<file path="src/rtl/seq_calculator_if.sv">
// Request/response bundle for seq_calculator: one request channel, one response channel.
interface seq_calculator_if #(
  parameter int unsigned WIDTH = 4
);
  logic                 req_valid;
  logic                 req_ready;
  logic [WIDTH-1:0]     a;
  logic [WIDTH-1:0]     b;
  logic [1:0]           op;
  logic                 rsp_valid;
  logic                 rsp_ready;
  logic [2*WIDTH-1:0]   result;
  logic                 error;

  modport master (
    output req_valid, a, b, op, rsp_ready,
    input  req_ready, rsp_valid, result, error
  );

  modport slave (
    input  req_valid, a, b, op, rsp_ready,
    output req_ready, rsp_valid, result, error
  );
endinterface

</file>
<file path="src/rtl/seq_calculator.sv">
// Sequential add/sub/mul/div unit: add/sub/div-by-zero answer in one edge, mul/div iterate
// one bit per cycle for WIDTH cycles. Response is held until rsp_ready.
module seq_calculator #(
  parameter int unsigned WIDTH = 4
) (
  input  logic             clk,
  input  logic             rst,
  seq_calculator_if.slave  bus
);
  localparam int unsigned CntW = $clog2(WIDTH) + 1;
  localparam int unsigned RW   = 2 * WIDTH;
  localparam logic [1:0]  OpAdd = 2'b00;
  localparam logic [1:0]  OpSub = 2'b01;
  localparam logic [1:0]  OpMul = 2'b10;
  localparam logic [1:0]  OpDiv = 2'b11;

  typedef enum logic [1:0] {StIdle, StCalc, StDone} state_e;

  state_e            state_q, state_d;
  logic [WIDTH-1:0]  a_q, a_d;      // multiplicand source / dividend-then-quotient
  logic [WIDTH-1:0]  b_q, b_d;      // multiplier (shifts right) / divisor
  logic [1:0]        op_q, op_d;
  logic [CntW-1:0]   cnt_q, cnt_d;
  logic [RW-1:0]     acc_q, acc_d;
  logic [RW-1:0]     mcand_q, mcand_d;
  logic [WIDTH-1:0]  rem_q, rem_d;
  logic [RW-1:0]     result_q, result_d;
  logic              error_q, error_d;

  logic [WIDTH:0]    shifted;
  logic              ge;
  logic [RW-1:0]     acc_step;

  always_comb begin
    shifted  = {rem_q, a_q[WIDTH-1]};
    ge       = (shifted >= {1'b0, b_q});
    acc_step = b_q[0] ? (acc_q + mcand_q) : acc_q;

    state_d  = state_q;
    a_d      = a_q;
    b_d      = b_q;
    op_d     = op_q;
    cnt_d    = cnt_q;
    acc_d    = acc_q;
    mcand_d  = mcand_q;
    rem_d    = rem_q;
    result_d = result_q;
    error_d  = error_q;

    unique case (state_q)
      StIdle: begin
        if (bus.req_valid) begin
          a_d     = bus.a;
          b_d     = bus.b;
          op_d    = bus.op;
          cnt_d   = '0;
          acc_d   = '0;
          rem_d   = '0;
          mcand_d = {{WIDTH{1'b0}}, bus.a};
          error_d = 1'b0;
          unique case (bus.op)
            OpAdd: begin
              result_d = {{WIDTH{1'b0}}, bus.a} + {{WIDTH{1'b0}}, bus.b};
              state_d  = StDone;
            end
            OpSub: begin
              result_d = {{WIDTH{1'b0}}, bus.a} - {{WIDTH{1'b0}}, bus.b};
              state_d  = StDone;
            end
            OpMul: state_d = StCalc;
            OpDiv: begin
              if (bus.b == '0) begin
                result_d = '0;
                error_d  = 1'b1;
                state_d  = StDone;
              end else begin
                state_d = StCalc;
              end
            end
            default: state_d = StIdle;
          endcase
        end
      end
      StCalc: begin
        cnt_d = cnt_q + 1'b1;
        if (op_q == OpMul) begin
          acc_d   = acc_step;
          mcand_d = mcand_q << 1;
          b_d     = b_q >> 1;
        end else begin
          // Restoring step: the quotient bit enters a_q from the right as the dividend leaves.
          a_d   = (a_q << 1) | WIDTH'(ge);
          rem_d = ge ? (shifted[WIDTH-1:0] - b_q) : shifted[WIDTH-1:0];
        end
        if (cnt_q == CntW'(WIDTH - 1)) begin
          result_d = (op_q == OpMul) ? acc_step : {{WIDTH{1'b0}}, a_d};
          state_d  = StDone;
        end
      end
      StDone: begin
        if (bus.rsp_ready) state_d = StIdle;
      end
      default: state_d = StIdle;
    endcase
  end

  always_ff @(posedge clk or posedge rst) begin
    if (rst) begin
      state_q  <= StIdle;
      a_q      <= '0;
      b_q      <= '0;
      op_q     <= '0;
      cnt_q    <= '0;
      acc_q    <= '0;
      mcand_q  <= '0;
      rem_q    <= '0;
      result_q <= '0;
      error_q  <= 1'b0;
    end else begin
      state_q  <= state_d;
      a_q      <= a_d;
      b_q      <= b_d;
      op_q     <= op_d;
      cnt_q    <= cnt_d;
      acc_q    <= acc_d;
      mcand_q  <= mcand_d;
      rem_q    <= rem_d;
      result_q <= result_d;
      error_q  <= error_d;
    end
  end

  assign bus.req_ready = (state_q == StIdle) && !rst;
  assign bus.rsp_valid = (state_q == StDone);
  assign bus.result    = result_q;
  assign bus.error     = error_q;
endmodule
</file>
<file path="src/flat_wrapper.sv">
// flat-port wrapper written by rule: the top's interface ports become plain ports
module seq_calculator_flat 
#(
  parameter int unsigned WIDTH = 4
)
  (clk, rst, bus_req_valid, bus_a, bus_b, bus_op, bus_rsp_ready, bus_req_ready, bus_rsp_valid, bus_result, bus_error);
  seq_calculator_if #(.WIDTH(WIDTH)) bus_i ();
  input  logic clk;
  input  logic rst;
  input wire logic [$bits(bus_i.req_valid)-1:0] bus_req_valid;
  input wire logic [$bits(bus_i.a)-1:0] bus_a;
  input wire logic [$bits(bus_i.b)-1:0] bus_b;
  input wire logic [$bits(bus_i.op)-1:0] bus_op;
  input wire logic [$bits(bus_i.rsp_ready)-1:0] bus_rsp_ready;
  output wire logic [$bits(bus_i.req_ready)-1:0] bus_req_ready;
  output wire logic [$bits(bus_i.rsp_valid)-1:0] bus_rsp_valid;
  output wire logic [$bits(bus_i.result)-1:0] bus_result;
  output wire logic [$bits(bus_i.error)-1:0] bus_error;
  assign bus_i.req_valid = bus_req_valid;
  assign bus_i.a = bus_a;
  assign bus_i.b = bus_b;
  assign bus_i.op = bus_op;
  assign bus_i.rsp_ready = bus_rsp_ready;
  assign bus_req_ready = bus_i.req_ready;
  assign bus_rsp_valid = bus_i.rsp_valid;
  assign bus_result = bus_i.result;
  assign bus_error = bus_i.error;
  seq_calculator #(.WIDTH(WIDTH)) u_core (.clk(clk), .rst(rst), .bus(bus_i));
endmodule
</file>
<file path="config.mk">
export PLATFORM = sky130hd
export DESIGN_NAME = seq_calculator_flat
export DESIGN_NICKNAME = d
export VERILOG_FILES = /design/src/rtl/seq_calculator_if.sv /design/src/rtl/seq_calculator.sv /design/src/flat_wrapper.sv
export SDC_FILE = /design/constraint.sdc
export NUM_CORES = 1
export LEC_CHECK = 0
export ABC_AREA = 1
export BUFFER_PORTS_ARGS = -buffer_cell sky130_fd_sc_hd__buf_2
export CAP_MARGIN = 20
export CORE_AREA = 3 3 66 115
export CTS_CLUSTER_SIZE = 25
export DETAILED_ROUTE_END_ITERATION = 6
export DIE_AREA = 0 0 69 118
export GPL_TIMING_DRIVEN = 0
export REMOVE_ABC_BUFFERS = 1
export SLEW_MARGIN = 10
export SYNTH_ARGS = -nofsm -noshare
export SYNTH_HDL_FRONTEND = slang
export SYNTH_SLANG_ARGS = --single-unit
</file>
<file path="constraint.sdc">
create_clock -name clk -period 1.7 [get_ports clk]
set_input_delay 0.17 -clock clk [delete_from_list [all_inputs] [get_ports clk]]
set_output_delay 0.17 -clock clk [all_outputs]
set_load 0.01 [all_outputs]
</file>
# After elaboration in Yosys (flattened, before gate mapping)
# Cells that the tools add are included.
# Widths: inputs -> output; s select.
# op_classes
bitwise	1
n_lt_le_gt_ge	1
reduce_logical	13
addsub	5
n_eq_ne	14
muxes	33
shifts	0
mul	0
n_div	0
# ops
cell	count
$mux 8	9
$pmux 8 s2	3
$mux 4	7
$pmux 4 s2	3
$pmux 8 s3	1
$pmux 2 s3	2
$reduce_and 3->1	3
$add 8x8->8	1
$eq 2x2->1 const B	4
$mux 2	4
$ne 2x2->1 const B	3
$pmux 3 s2	1
$add 4x4->5	1
$ge 5x4->1	1
$reduce_and 5->1	1
$sub 4x4->5	1
$eq 2x1->1 const B	2
$logic_not 2->1	2
$logic_not 4->1	1
$ne 2x1->1 const B	2
$ne 4x4->1 const B	1
$or 4x1->4	1
$reduce_and 2->1	2
$sub 4x4->4	1
other kinds (9)	10
# totals
ff_bits	44
romBits	0
inputBits	14
out_inout_bits	11
mem_count	0
latch_bits	0
ram_bits	0

# Logic depth before layout (Yosys ltp)
# Gate-level depths: netlist of the first run.
# logic_depth
word_depth	6
ltp_mapped	11

# Worst setup path before layout of the first run
# OpenSTA, ideal clock, no wires.
# synth_timing
path_type	register -> register
start	register u_core.mcand_q[0]
end	register u_core.acc_q[6]
n_path_buf	0
setup_ns	0.127
setup_slack_ns	0.091
arrival_ns	1.482
stages_incl_launch_ff	11
period_less_slack_ns	1.609
cell_sequence	dfrtp_1 ha_1 fa_1 nand2_1 nand2_1 nand3b_1 nand2_1 nand2_1 nand3_1 nand3_1 o21ai_0
# synth_via
elab_chain_len	4
# synth_lines
item	line	rtl
start, declared	seq_calculator.sv:25	logic [RW-1:0] mcand_q, mcand_d;
start signal, assigned	seq_calculator.sv:126	mcand_q <= mcand_d;
$add 8x8->8	seq_calculator.sv:37	acc_step = b_q[0] ? (acc_q + mcand_q) : acc_q;
$mux 8	seq_calculator.sv:37	
$mux 8	seq_calculator.sv:86	if (op_q == OpMul) begin
$pmux 8 s2	seq_calculator.sv:50	unique case (state_q)
end signal, assigned	seq_calculator.sv:114	acc_q <= '0;
end signal, assigned	seq_calculator.sv:125	acc_q <= acc_d;
end, declared	seq_calculator.sv:24	logic [RW-1:0] acc_q, acc_d;
# No other way between the ends. The select of a mux whose other input is x is not followed.
# A chain may end at the register's enable or synchronous reset.

# Final worst setup path of the first run
# layout_timing
start	register u_core.acc_q[0]
end	register u_core.acc_q[6]
# layout_via
elab_chain_len	4
# layout_lines
item	line
$add 8x8->8	seq_calculator.sv:37
$mux 8	seq_calculator.sv:37
$mux 8	seq_calculator.sv:86
$pmux 8 s2	seq_calculator.sv:50
# No other way between the ends. The select of a mux whose other input is x is not followed.

==> results.txt, run 1 <==
Combinational group share of total power: 55.1%
CP endpoint kind: flip-flop
Yosys warns: 0
Setup CP Type: reg2reg
Max-capacitance violation count: 0
Clock Tree Root: clkbuf_16
Die Ht: 118 um
WL per Instance: 14.89 um
Pwr dens: 1806 nW/um2
Final WL: 6998 um
Antenna Violating Nets Remaining: 0
M2 GR Usage: 33.91%
Slew Viols, Final: 0
Cell variety after synth: 34
Syn avg cell area: 8.049 um2
DRT iter0 DRCs: 99
Final WS setup: 0.02747 ns
Endpoints failing setup: 0
Post-Syn Instances: 349
Vias per cell: 5.200
Global-route wire length before repair: 11,630 um
Crit path max-delay family: adder cells
RSZ-0062 raised after global routing: yes
Worst-path clk slew: 0.06 ns
# rows: 40
Number of antenna diodes: 0
Initial Util: 41.27%
Period utilization: 98.38%
Net switching fraction of the power: 45.15%
First-pass iteration count of the detailed router: 4
I/O pin count: 25
Dpl ws: -0.2041 ns
CP startpoint kind: flip-flop
Largest net degree at the start of global routing: 36
Vias in the first global route: 2,457
Layout Skew: 0.004311 ns
CTS Buf Count: 5
Cell Count, Final, Fillers Out: 470
Full die area: 8142 um2
Gpl congestion: 0.8454
CP required: 1.87 ns
CP max stage delay: 0.38 ns
Ys async rst share: 100.0%
Synth Cell Area: 2809 um2
Post-layout util: 50.18%
Worst Hold Class: in2reg
Worst Path Arrival: 1.84 ns
TNS Setup: 0 ns
PortBufs: 24
Buf+Inv Stages, Crit Path: 0
Flop-to-flop setup slack: 0.03 ns
Main synth FF type: dfrtp_1
Sequential share of power: 30.0%
Post-synth EDFFs: 0
Max Fclk: 597.9 MHz
Most Crowded Layer GR: met2
CP max stage cell: dfrtp_1
Cells after DPL: 453
Fin. Hold Viols: 0
Share of layout cells above drive strength 1: 22.80%
Clk buf depth: 2
Clock Sinks: 44
Met1 Use GR: 19.54%
Cell mode on critical path: nand2_1
Sequential fraction of the synthesis area: 39.20%
Max-slew headroom: 79.11%
H-tree Lvls: 2
#FFs+latches synth: 44
Grt ovf: 0
Status: completed
Post-route minimum period: 1.673 ns
Core ar.: 6807 um2
Skew-Pair Late Insertion Delay: 0.28 ns
Post-DP HPWL: 5239 um
Global Route Usage Sum: 17.86%
Part of the power in the clock network: 14.9%
CTS tree: built
Initial antenna violation count: 0
Die W: 69 um
Worst-path fanout max: 3
Cell breakdown of the critical path: ha_2, fa_2, nand2_1, nand2_2, nand3b_1, nand2_1, nand2_1, nand3_2, nand3_2, o21ai_1
Worst Tran Pin Value: 0.3114 ns
Beginning of the worst hold path: bus_rsp_ready
Max IR drop VDD: 0.001041 V
Reg2reg start: u_core.acc_q[0]$_DFFE_PP0P_
Worst setup path start: u_core.acc_q[0]$_DFFE_PP0P_
Int Pwr: 0.003384 W
Leakage power: 1.661 nW
NetSw: 0.002786 W
Met3 Use GR: 2.308%
Layout Area Growth over Synthesis: 21.60%
Via count: 2,444
Drt drc: 0
Final net count: 425
## worst reg2reg max path, stage by stage, from the launching register on
cell,delay (ns)
dfrtp_1,0.38
ha_2,0.21
fa_2,0.38
nand2_1,0.09
nand2_2,0.06
nand3b_1,0.10
nand2_1,0.06
nand2_1,0.07
nand3_2,0.06
nand3_2,0.09
o21ai_1,0.07
## synth_stat cells, types with 3 or more instances
cell type / count / share of area (%)
nand2_1: 72 / 9.6
inv_1: 55 / 7.3
dfrtp_1: 44 / 39
o21ai_0: 29 / 5.2
nor2_1: 22 / 2.9
ha_1: 21 / 9.4
a21oi_1: 20 / 3.6
nand3_1: 20 / 3.6
o211ai_1: 10 / 2.7
o22ai_1: 8 / 1.8
inv_2: 5 / 0.67
fa_1: 4 / 2.9
nand2_4: 4 / 1.6
nor2_2: 4 / 0.89
o221ai_1: 4 / 1.2
nor2_4: 3 / 1.2
## through the flow
stage	hold slack, ns	area, um2	total power (W)
2_1_floorplan	0.3040	2776	0.003875
3_3_place_gp	0.4336	3002	0.004585
3_5_place_dp	0.1217	3022	0.004648
4_1_cts	0.1349	3228	0.005757
5_1_grt	0.1748	3416	0.006699
6_report	0.1374	3416	0.006170
## power groups by stage
stage | registers, W | logic [W] | clock network [W]
after global placement | 0.00184 | 0.00275 | 0
after CTS | 0.00180 | 0.00301 | 0.000944
final | 0.00185 | 0.00340 | 0.000921
after global routing | 0.00190 | 0.00382 | 0.000974
after detailed placement | 0.00185 | 0.00280 | 0
after floorplan | 0.00180 | 0.00208 | 0
## cells by family (layout without fill, tap and decap cells)
| group | Yosys count | count (layout) | share of synthesized area (%) |
|---|---|---|---|
| xor+xnor | 2 | 2 | 0.6237 |
| fa+ha+maj | 25 | 25 | 12.20 |
| buf+inv | 67 | 104 | 9.532 |
| flops | 44 | 44 | 39.20 |
| compound gates | 79 | 79 | 16.53 |
| simple gates | 132 | 132 | 21.92 |
## placed cells by master, fill, tap and decap left out, types with 2 or more instances in the layout
cell	Yosys	layout
fa_1	4	3
o211ai_1	10	10
nand3_2	0	3
o21ai_0	29	26
o22ai_1	8	8
inv_1	55	52
nand2_1	72	70
nor2_1	22	21
ha_4	0	7
ha_1	21	13
buf_2	2	24
nand2_4	4	3
a21oi_1	20	17
buf_4	1	9
dfrtp_1	44	42
nor2_4	3	4
inv_2	5	8
nor2_2	4	4
xor2_1	2	2
dfrtp_2	0	2
nand3_1	20	17
nand2_2	1	3
o2111ai_2	0	2
o221ai_1	4	4
clkbuf_16	0	5
nand3b_1	2	2
a21oi_2	0	3
o21ai_1	2	4
## area by class of cell
| type | count | area (um2) |
|---|---|---|
| fillers | 719 | 3391 |
| multi-input cells | 238 | 1620 |
| flip-flops and latches | 44 | 1104 |
| inverters | 62 | 235.2 |
| repair buffers | 35 | 217.7 |
| clock buffers | 6 | 128.9 |
| well taps | 84 | 105.1 |
| clock inverters | 1 | 5.005 |
## per-layer routing
layer	vias to the layer above	wire, um
li1	1223	-
met1	1166	2685
met2	43	3894
met3	12	184
met4	0	233
met5	-	0
## path summary, 6_finish.rpt
path	cells after the start	to
worst max register to register	10	u_core.acc_q[6]$_DFFE_PP0P_
worst min register to register	2	u_core.bus.result[2]$_DFFE_PP0P_
worst max-delay path	10	u_core.acc_q[6]$_DFFE_PP0P_
max in group asynchronous	4	u_core.mcand_q[1]$_DFFE_PP0P_
worst min-delay path	4	u_core.state_q[1]$_DFFE_PP0P_
min in group asynchronous	3	u_core.bus.result[2]$_DFFE_PP0P_
## repair_timing
action                                  CTS  global route
endpoints found under the setup margin   26            15
pin swaps                                 3            10
hold endpoints to repair                  9             0
gates resized for setup                   8            26
hold buffers                              1             0
setup buffers                             5             4
## state kept, by name, indices dropped and copies added (netlist names)
name	count
u_core.mcand_q	8
u_core.b_q	4
u_core.rem_q	4
u_core.op_q	2
u_core.state_q	2
u_core.acc_q	8
u_core.cnt_q	3
u_core.bus.result	8
u_core.bus.error	1
u_core.a_q	4
Power figures use the tool's default switching activity.
==> run 2, diff against run 1 <==
--- a/config.mk
+++ b/config.mk
@@ -5,14 +5,14 @@
 export SDC_FILE = /design/constraint.sdc
 export NUM_CORES = 1
 export LEC_CHECK = 0
-export ABC_AREA = 1
 export BUFFER_PORTS_ARGS = -buffer_cell sky130_fd_sc_hd__buf_2
 export CAP_MARGIN = 20
-export CORE_AREA = 3 3 66 115
+export CORE_AREA = 3 3 67 115
 export CTS_CLUSTER_SIZE = 25
 export DETAILED_ROUTE_END_ITERATION = 6
-export DIE_AREA = 0 0 69 118
+export DIE_AREA = 0 0 70 118
 export GPL_TIMING_DRIVEN = 0
+export MAX_ROUTING_LAYER = met4
 export REMOVE_ABC_BUFFERS = 1
 export SLEW_MARGIN = 10
 export SYNTH_ARGS = -nofsm -noshare
==> run 2 against run 1 <==
  * The flow now finishes with violations (setup timing)
  * Global-route usage up 2.8 points
  * Utilization up 3.9 points
  * Via count up 2.3%
  * Area after synthesis up 0.62%
  * Hold slack worse by 0.068 ns
  * Final area up 9.5%
  * Count of clock-buffer cells in the layout unchanged
  * Wire length up 19%
  * Register-to-register slack worse by 0.31 ns
  * First-iteration DRC count up 37%
  * Combinational power down 1%
  * Critical endpoint is now u_core.bus.result[4]$_DFFE_PP0P_
==> results.txt, run 2 <==
Max-slew headroom: 70.14% (-9.0 points)
Reg2Reg Depth: 6 (-4)
CP startpoint kind: flip-flop
I/O pin count: 25 (unchanged)
Worst-path clk slew: 0.07 ns (about the same)
Core ar.: 6907 um2 (+1.5%)
Post-route minimum period: 1.983 ns (+0.3101 ns)
Clk buf depth: 2 (unchanged)
Full die area: 8260 um2 (+1.4%)
Final WL: 8329 um (+19%)
CP max stage cell: dfrtp_1
Cell variety after synth: 55 (+62%)
Pwr dens: 1695 nW/um2 (-6.2%)
Gpl congestion: 0.8258 (-2.3%)
Worst Hold Class: in2reg
Commonest non-fill, non-tap cell in the layout: dfrtp_1
Leakage power: 1.704 nW (+2.6%)
Initial Util: 40.92% (-0.34 points)
Layout Area Growth over Synthesis: 32.27%
Final WS setup: -0.2827 ns (-0.3101 ns)
# fillers: 629 (-13%)
Worst setup path end: u_core.bus.result[4]$_DFFE_PP0P_
Worst Tran Pin Value: 0.4479 ns (+0.1364 ns)
RSZ-0062 raised after global routing: yes
Max Fclk: 504.4 MHz (-16%)
Drt drc: 0 (unchanged)
Sequential fraction of the synthesis area: 38.96% (-0.24 points)
Worst Path Arrival: 2.15 ns (+0.31 ns)
CTS Buf Count: 5 (unchanged)
WL per Instance: 19.41 um (+30%)
Share of layout cells above drive strength 1: 36.23% (+13 points)
Global Route Usage Sum: 20.64% (+2.8 points)
Ys async rst share: 100.0% (unchanged)
Total power: 0.006338 W (+2.7%)
Most frequent cells in the layout: dfrtp_1, nand2_1, buf_4
Synth top cells by count: dfrtp_1, nand2_1, inv_1, ha_1
Clock Sinks: 44 (unchanged)
Dpl ws: -0.8397 ns (-0.6357 ns)
CP Depth: 6 (-4)
PortBufs: 24 (unchanged)
Number of antenna diodes: 0 (unchanged)
Fin. Hold Viols: 0 (unchanged)
Reg2reg start: u_core.mcand_q[0]$_DFFE_PP0P_
Vias per cell: 5.830 (+12%)
Die W: 70 um (+1.4%)
Main synth FF type: dfrtp_1
Setup CP Type: reg2reg
Initial antenna violation count: 0 (unchanged)
Grt ovf: 0 (unchanged)
Max-capacitance violation count: 0 (unchanged)
Clock Tree Root: clkbuf_16
Skew-Pair Late Insertion Delay: 0.29 ns (about the same)
Syn avg cell area: 9.746 um2 (+21%)
# rows: 40 (unchanged)
H-tree Lvls: 2 (unchanged)
Failing checks: setup timing
Largest net degree at the start of global routing: 32 (-11%)
Via count: 2,501 (+2.3%)
CP required: 1.87 ns (about the same)
Period utilization: 116.6% (+18 points)
Top post-synthesis cells by area: dfrtp_1, ha_1, nand2_1
Synth Cell Area: 2826 um2 (+0.62%)
Worst R2R End: u_core.bus.result[4]$_DFFE_PP0P_
Layout Skew: 0.007083 ns (+0.002772 ns)
Die Ht: 118 um (unchanged)
Slew Viols, Final: 0 (unchanged)
Global-route wire length before repair: 13,130 um (+13%)
Synth area leader: dfrtp_1
Max IR drop VDD: 0.0009582 V (-7.9%)
Crit path max-delay family: compound AO/OA/AOI/OAI gates
Post-DP HPWL: 5512 um (+5.2%)
Vias in the first global route: 2,631 (+7.1%)
Status: complete, but fails checks
Flop-to-flop setup slack: -0.28 ns (-0.31 ns)
#FFs+latches synth: 44 (unchanged)
Worst setup path start: u_core.mcand_q[0]$_DFFE_PP0P_
Worst-path fanout max: 3 (unchanged)
Antenna Violating Nets Remaining: 0 (unchanged)
CP endpoint kind: flip-flop
Buf+Inv Stages, Crit Path: 0 (unchanged)
Count leader, synth: dfrtp_1
DRT iter0 DRCs: 136 (+37%)
Cell breakdown of the critical path: ha_4, fa_2, a21o_1, a211oi_2, o31ai_4, o32a_1
CTS tree: built
Synth top area share: 38.96% (-0.24 points)
Endpoints failing setup: 15 (+15)
Final net count: 383 (-9.9%)
CP max stage delay: 0.41 ns (+0.03 ns)
Post-synth EDFFs: 0 (unchanged)
Post-Syn Instances: 290 (-17%)
First-pass iteration count of the detailed router: 4 (unchanged)
Yosys warns: 0 (unchanged)
[run 2: cells by family after synthesis]
kind of cell | synth area share [%]
fa+ha+maj | 12.13
xor+xnor | 2.479
buf+inv | 4.648
simple gates | 14.21
flops | 38.96
compound gates | 24.26
mux | 3.320
[run 2: worst register-to-register path, cell delays in order, from the launching register on]
cell,delay [ns]
dfrtp_1,0.41
ha_4,0.18
fa_2,0.39
a21o_1,0.18
a211oi_2,0.26
o31ai_4,0.12
o32a_1,0.33
[run 2: stage by stage]
step / cell area [um2] / TNS, ns / hold WS (ns) / util (%) / cells
final: 3739 / -2.217 / 0.06981 / 54.13 / 429
after global routing: 3739 / -3.285 / 0.08181 / 54.13 / 429
after CTS: 3573 / -2.221 / 0.06823 / 51.74 / 419
after detailed placement: 3023 / -10.52 / 0.1524 / 43.77 / 390
after global placement: 3003 / -18.31 / 0.3660 / 43.48 / 389
after floorplan: 2778 / -1.687 / 0.2754 / - / 281
[run 2: final cells by class]
| cell class | instances | area, um2 | share of cell area, % |
|---|---|---|---|
| multi-input cells | 216 | 1897 | 50.74 |
| flip-flops and latches | 44 | 1107 | 29.62 |
| repair buffers | 55 | 369.1 | 9.873 |
| clock buffers | 6 | 138.9 | 3.715 |
| well taps | 84 | 105.1 | 2.811 |
| inverters | 22 | 82.58 | 2.209 |
| clock inverters | 2 | 38.79 | 1.037 |
[run 2: worst min-delay path by stage]
stage,startpoint,endpoint,slack [ns],depth (start not counted)
floorplan,bus_op[0],u_core.op_q[0]$_DFFE_PP0P_,0.28,2
global placement,bus_rsp_ready,u_core.state_q[1]$_DFFE_PP0P_,0.37,2
detailed placement,rst,u_core.state_q[0]$_DFFE_PP0P_,0.15,2
CTS,bus_rsp_ready,u_core.state_q[1]$_DFFE_PP0P_,0.07,2
global route,bus_rsp_ready,u_core.state_q[1]$_DFFE_PP0P_,0.08,2
finish,bus_rsp_ready,u_core.state_q[1]$_DFFE_PP0P_,0.07,2
[run 2: where the power goes]
| group | switching [W] | total [W] | internal (W) |
|---|---|---|---|
| Clock | 0.000422 | 0.00116 | 0.000737 |
| Combinational | 0.00176 | 0.00336 | 0.00160 |
| Sequential | 0.000386 | 0.00182 | 0.00143 |
| Total | 0.00257 | 0.00634 | 0.00377 |
[run 2: layer usage]
layer,part of all wire (%),GRT usage (%),up-vias
met5,0,-,-
met4,3.8,8.153,0
met3,2.6,2.564,28
met2,57,38.51,51
met1,37,21.41,1252
li1,-,-,1170
[run 2: timing repair]
item / CTS / global route
endpoints found under the setup margin: 34 / 18
cloned: 0 / 1
setup buffers: 20 / 9
pin swaps: 16 / 13
hold buffers: 1 / 0
hold endpoints to repair: 13 / 0
resized for setup: 48 / 22
==> run 3, diff against run 2 <==
--- a/config.mk
+++ b/config.mk
@@ -7,10 +7,10 @@
 export LEC_CHECK = 0
 export BUFFER_PORTS_ARGS = -buffer_cell sky130_fd_sc_hd__buf_2
 export CAP_MARGIN = 20
-export CORE_AREA = 3 3 67 115
+export CORE_AREA = 3 3 68 118
 export CTS_CLUSTER_SIZE = 25
 export DETAILED_ROUTE_END_ITERATION = 6
-export DIE_AREA = 0 0 70 118
+export DIE_AREA = 0 0 71 121
 export GPL_TIMING_DRIVEN = 0
 export MAX_ROUTING_LAYER = met4
 export REMOVE_ABC_BUFFERS = 1
==> constraint.sdc (replaced) <==
create_clock -name clk -period 1.7 [get_ports clk]
set_input_delay 0.425 -clock clk [delete_from_list [all_inputs] [get_ports clk]]
set_output_delay 0.425 -clock clk [all_outputs]
set_load 0.01 [all_outputs]
==> run 3 against run 2 <==
  * The flow still finishes with violations (setup timing)
  * Wire length down 5.0%
  * First-iteration DRC count up 1.5%
  * Count of clock-buffer cells in the layout down 1
  * Sequential power about the same
  * Die area up 4.0%
  * Clock skew up 0.0026 ns
==> results.txt, run 3 (synthesis gave the netlist of run 2 again) <==
Full die area: 8591 um2 (+4.0%)
CTS hold repair buffers: 0 (-1)
Initial Util: 39.36% (-1.6 points)
Leakage power: 1.672 nW (-1.9%)
CP startpoint kind: flip-flop
Max IR drop VDD: 0.0008006 V (-16%)
Global-route wire length before repair: 12,830 um (-2.3%)
Worst-path clk slew: 0.07 ns (about the same)
Post-DP HPWL: 5383 um (-2.3%)
First-pass iteration count of the detailed router: 4 (unchanged)
Cell breakdown of the critical path: ha_4, fa_2, a211oi_2, nor2_2, mux2i_1, a21oi_2, o32a_1
Clock Tree Root: clkbuf_16
Global Route Usage Sum: 19.93% (-0.71 points)
Hold slack final: 0.1248 ns (+0.05500 ns)
Final WL: 7915 um (-5.0%)
Largest net degree at the start of global routing: 28 (-13%)
Drt drc: 0 (unchanged)
Max Fclk: 504.7 MHz (about the same)
Skew-Pair Late Insertion Delay: 0.29 ns (about the same)
TNS Setup: -2.427 ns (-0.2093 ns)
Via count: 2,426 (-3.0%)
I/O pin count: 25 (unchanged)
CTS Buf Count: 5 (unchanged)
Core ar.: 7182 um2 (+4.0%)
RSZ-0062 raised after global routing: yes
Status: complete, but fails checks
DRT iter0 DRCs: 138 (+1.5%)
Slew Viols, Final: 0 (unchanged)
Crit path max-delay family: compound AO/OA/AOI/OAI gates
Fin. Hold Viols: 0 (unchanged)
Net switching fraction of the power: 41.26% (+0.73 points)
Endpoints failing setup: 14 (-1)
Buf+Inv Stages, Crit Path: 0 (unchanged)
Worst Hold Class: in2async
Period utilization: 116.6% (about the same)
Layout Area Growth over Synthesis: 30.94%
Vias per cell: 5.668 (-2.8%)
Antenna Violating Nets Remaining: 0 (unchanged)
Layout Skew: 0.009661 ns (+0.002577 ns)
H-tree Lvls: 2 (unchanged)
Max-capacitance violation count: 0 (unchanged)
Post-route minimum period: 1.982 ns (-0.001092 ns)
Number of antenna diodes: 0 (unchanged)
Commonest non-fill, non-tap cell in the layout: dfrtp_1
PortBufs: 24 (unchanged)
Share of layout cells above drive strength 1: 34.80% (-1.4 points)
Gpl congestion: 0.8317 (+0.71%)
Worst Tran Pin Value: 0.4331 ns (-0.01478 ns)
Failing checks: setup timing
WL per Instance: 18.49 um (-4.7%)
Most frequent cells in the layout: dfrtp_1, nand2_1, buf_2, buf_4, inv_1
Sequential share of power: 29.9% (+1.2 points)
CTS tree: built
Worst Path Arrival: 2.15 ns (about the same)
Worst-path fanout max: 3 (unchanged)
NetSw: 0.002515 W (-2.1%)
Grt ovf: 0 (unchanged)
Initial antenna violation count: 0 (unchanged)
Vias in the first global route: 2,583 (-1.8%)
Pwr dens: 1647 nW/um2 (-2.8%)
Die Ht: 121 um (+2.5%)
Max-slew headroom: 71.13% (+0.99 points)
Post-DP Area: 3025 um2 (about the same)
Int Pwr: 0.003581 W (-5.0%)
Setup CP Type: reg2reg
CP required: 1.87 ns (about the same)
Clock Sinks: 44 (unchanged)
CP endpoint kind: flip-flop
Clk buf depth: 2 (unchanged)
Final WS setup: -0.2816 ns (+0.001092 ns)
CP max stage delay: 0.42 ns (about the same)
# rows: 41 (+2.5%)
CP max stage cell: dfrtp_1
Combinational group share of total power: 54.1% (+1.0 points)
Die W: 71 um (+1.4%)
Post-route design area: 3701 um2 (-1.0%)
Part of the power in the clock network: 16.0% (-2.3 points)
Final net count: 380 (-0.78%)
==> run 3: cell count changes in the layout (fill, tap and decap cells not counted), sizes merged <==
cell | previous run | this run
buf | 54 | 52
clkinvlp | 0 | 2
bufinv | 1 | 0
clkbuf | 6 | 5
dlygate4sd3 | 1 | 0
==> run 3: final timing paths <==
| path | startpoint | endpoint | slack (ns) | cells past startpoint |
|---|---|---|---|---|
| min in group clk | bus_rsp_ready | u_core.state_q[1]$_DFFE_PP0P_ | 0.31 | 2 |
| hold / removal | rst | u_core.bus.error$_DFFE_PP0P_ | 0.12 | 2 |
| hold reg to reg | u_core.bus.result[1]$_DFFE_PP0P_ | u_core.bus.result[1]$_DFFE_PP0P_ | 0.49 | 2 |
| setup / recovery | u_core.mcand_q[0]$_DFFE_PP0P_ | u_core.bus.result[6]$_DFFE_PP0P_ | -0.28 | 7 |
| setup reg to reg | u_core.mcand_q[0]$_DFFE_PP0P_ | u_core.bus.result[6]$_DFFE_PP0P_ | -0.28 | 7 |
| max in group asynchronous | rst | u_core.mcand_q[1]$_DFFE_PP0P_ | 1.07 | 3 |
==> run 3: metal layers <==
| metal | vias to the layer above | global-route usage, % | wire, um |
|---|---|---|---|
| met1 | 1189 | 20.22 | 2911 |
| met3 | 30 | 2.736 | 190 |
| li1 | 1159 | - | - |
| met4 | 0 | 12.94 | 499 |
| met2 | 48 | 35.12 | 4313 |
| met5 | - | - | 0 |
==> run 3: worst reg2reg max path, stage by stage (launching register included) <==
cell,delay (ns)
dfrtp_1,0.42
ha_4,0.18
fa_2,0.37
a211oi_2,0.22
nor2_2,0.08
mux2i_1,0.19
a21oi_2,0.10
o32a_1,0.30
==> run 3: final cells by class <==
cell class	count	area (um2)
Inverter	22	82.58
Timing Repair Buffer	52	371.6
Sequential cell	44	1109
Multi-Input combinational cell	216	1882
Clock buffer	5	125.1
Fill cell	661	3481
Tap cell	86	107.6
Clock inverter	3	23.77
==> run 3: power by group through the flow <==
stage	Sequential (W)	Clock (W)	Combinational [W]
3_3_place_gp	0.00181	0	0.00218
6_report	0.00182	0.000978	0.00330
2_1_floorplan	0.00176	0	0.00158
4_1_cts	0.00179	0.00101	0.00295
5_1_grt	0.00187	0.00104	0.00360
3_5_place_dp	0.00181	0	0.00222
==> run 3: through the flow <==
| step | std cells | util, % | setup WS, ns | total power (W) |
|---|---|---|---|---|
| final | 428 | 51.53 | -0.2816 | 0.006096 |
| after global routing | 428 | 51.53 | -0.3848 | 0.006509 |
| after CTS | 422 | 49.30 | -0.3228 | 0.005747 |
| after detailed placement | 392 | 42.13 | -0.7739 | 0.004031 |
| after global placement | 391 | 41.85 | -0.7871 | 0.003989 |
| after floorplan | 281 | - | -0.2765 | 0.003338 |
==> run 3: timing repair <==
item	CTS	global route
pin swaps	15	15
buffers inserted	21	6
gates cloned	1	0
gates resized for setup	40	22
setup endpoints to repair	31	26
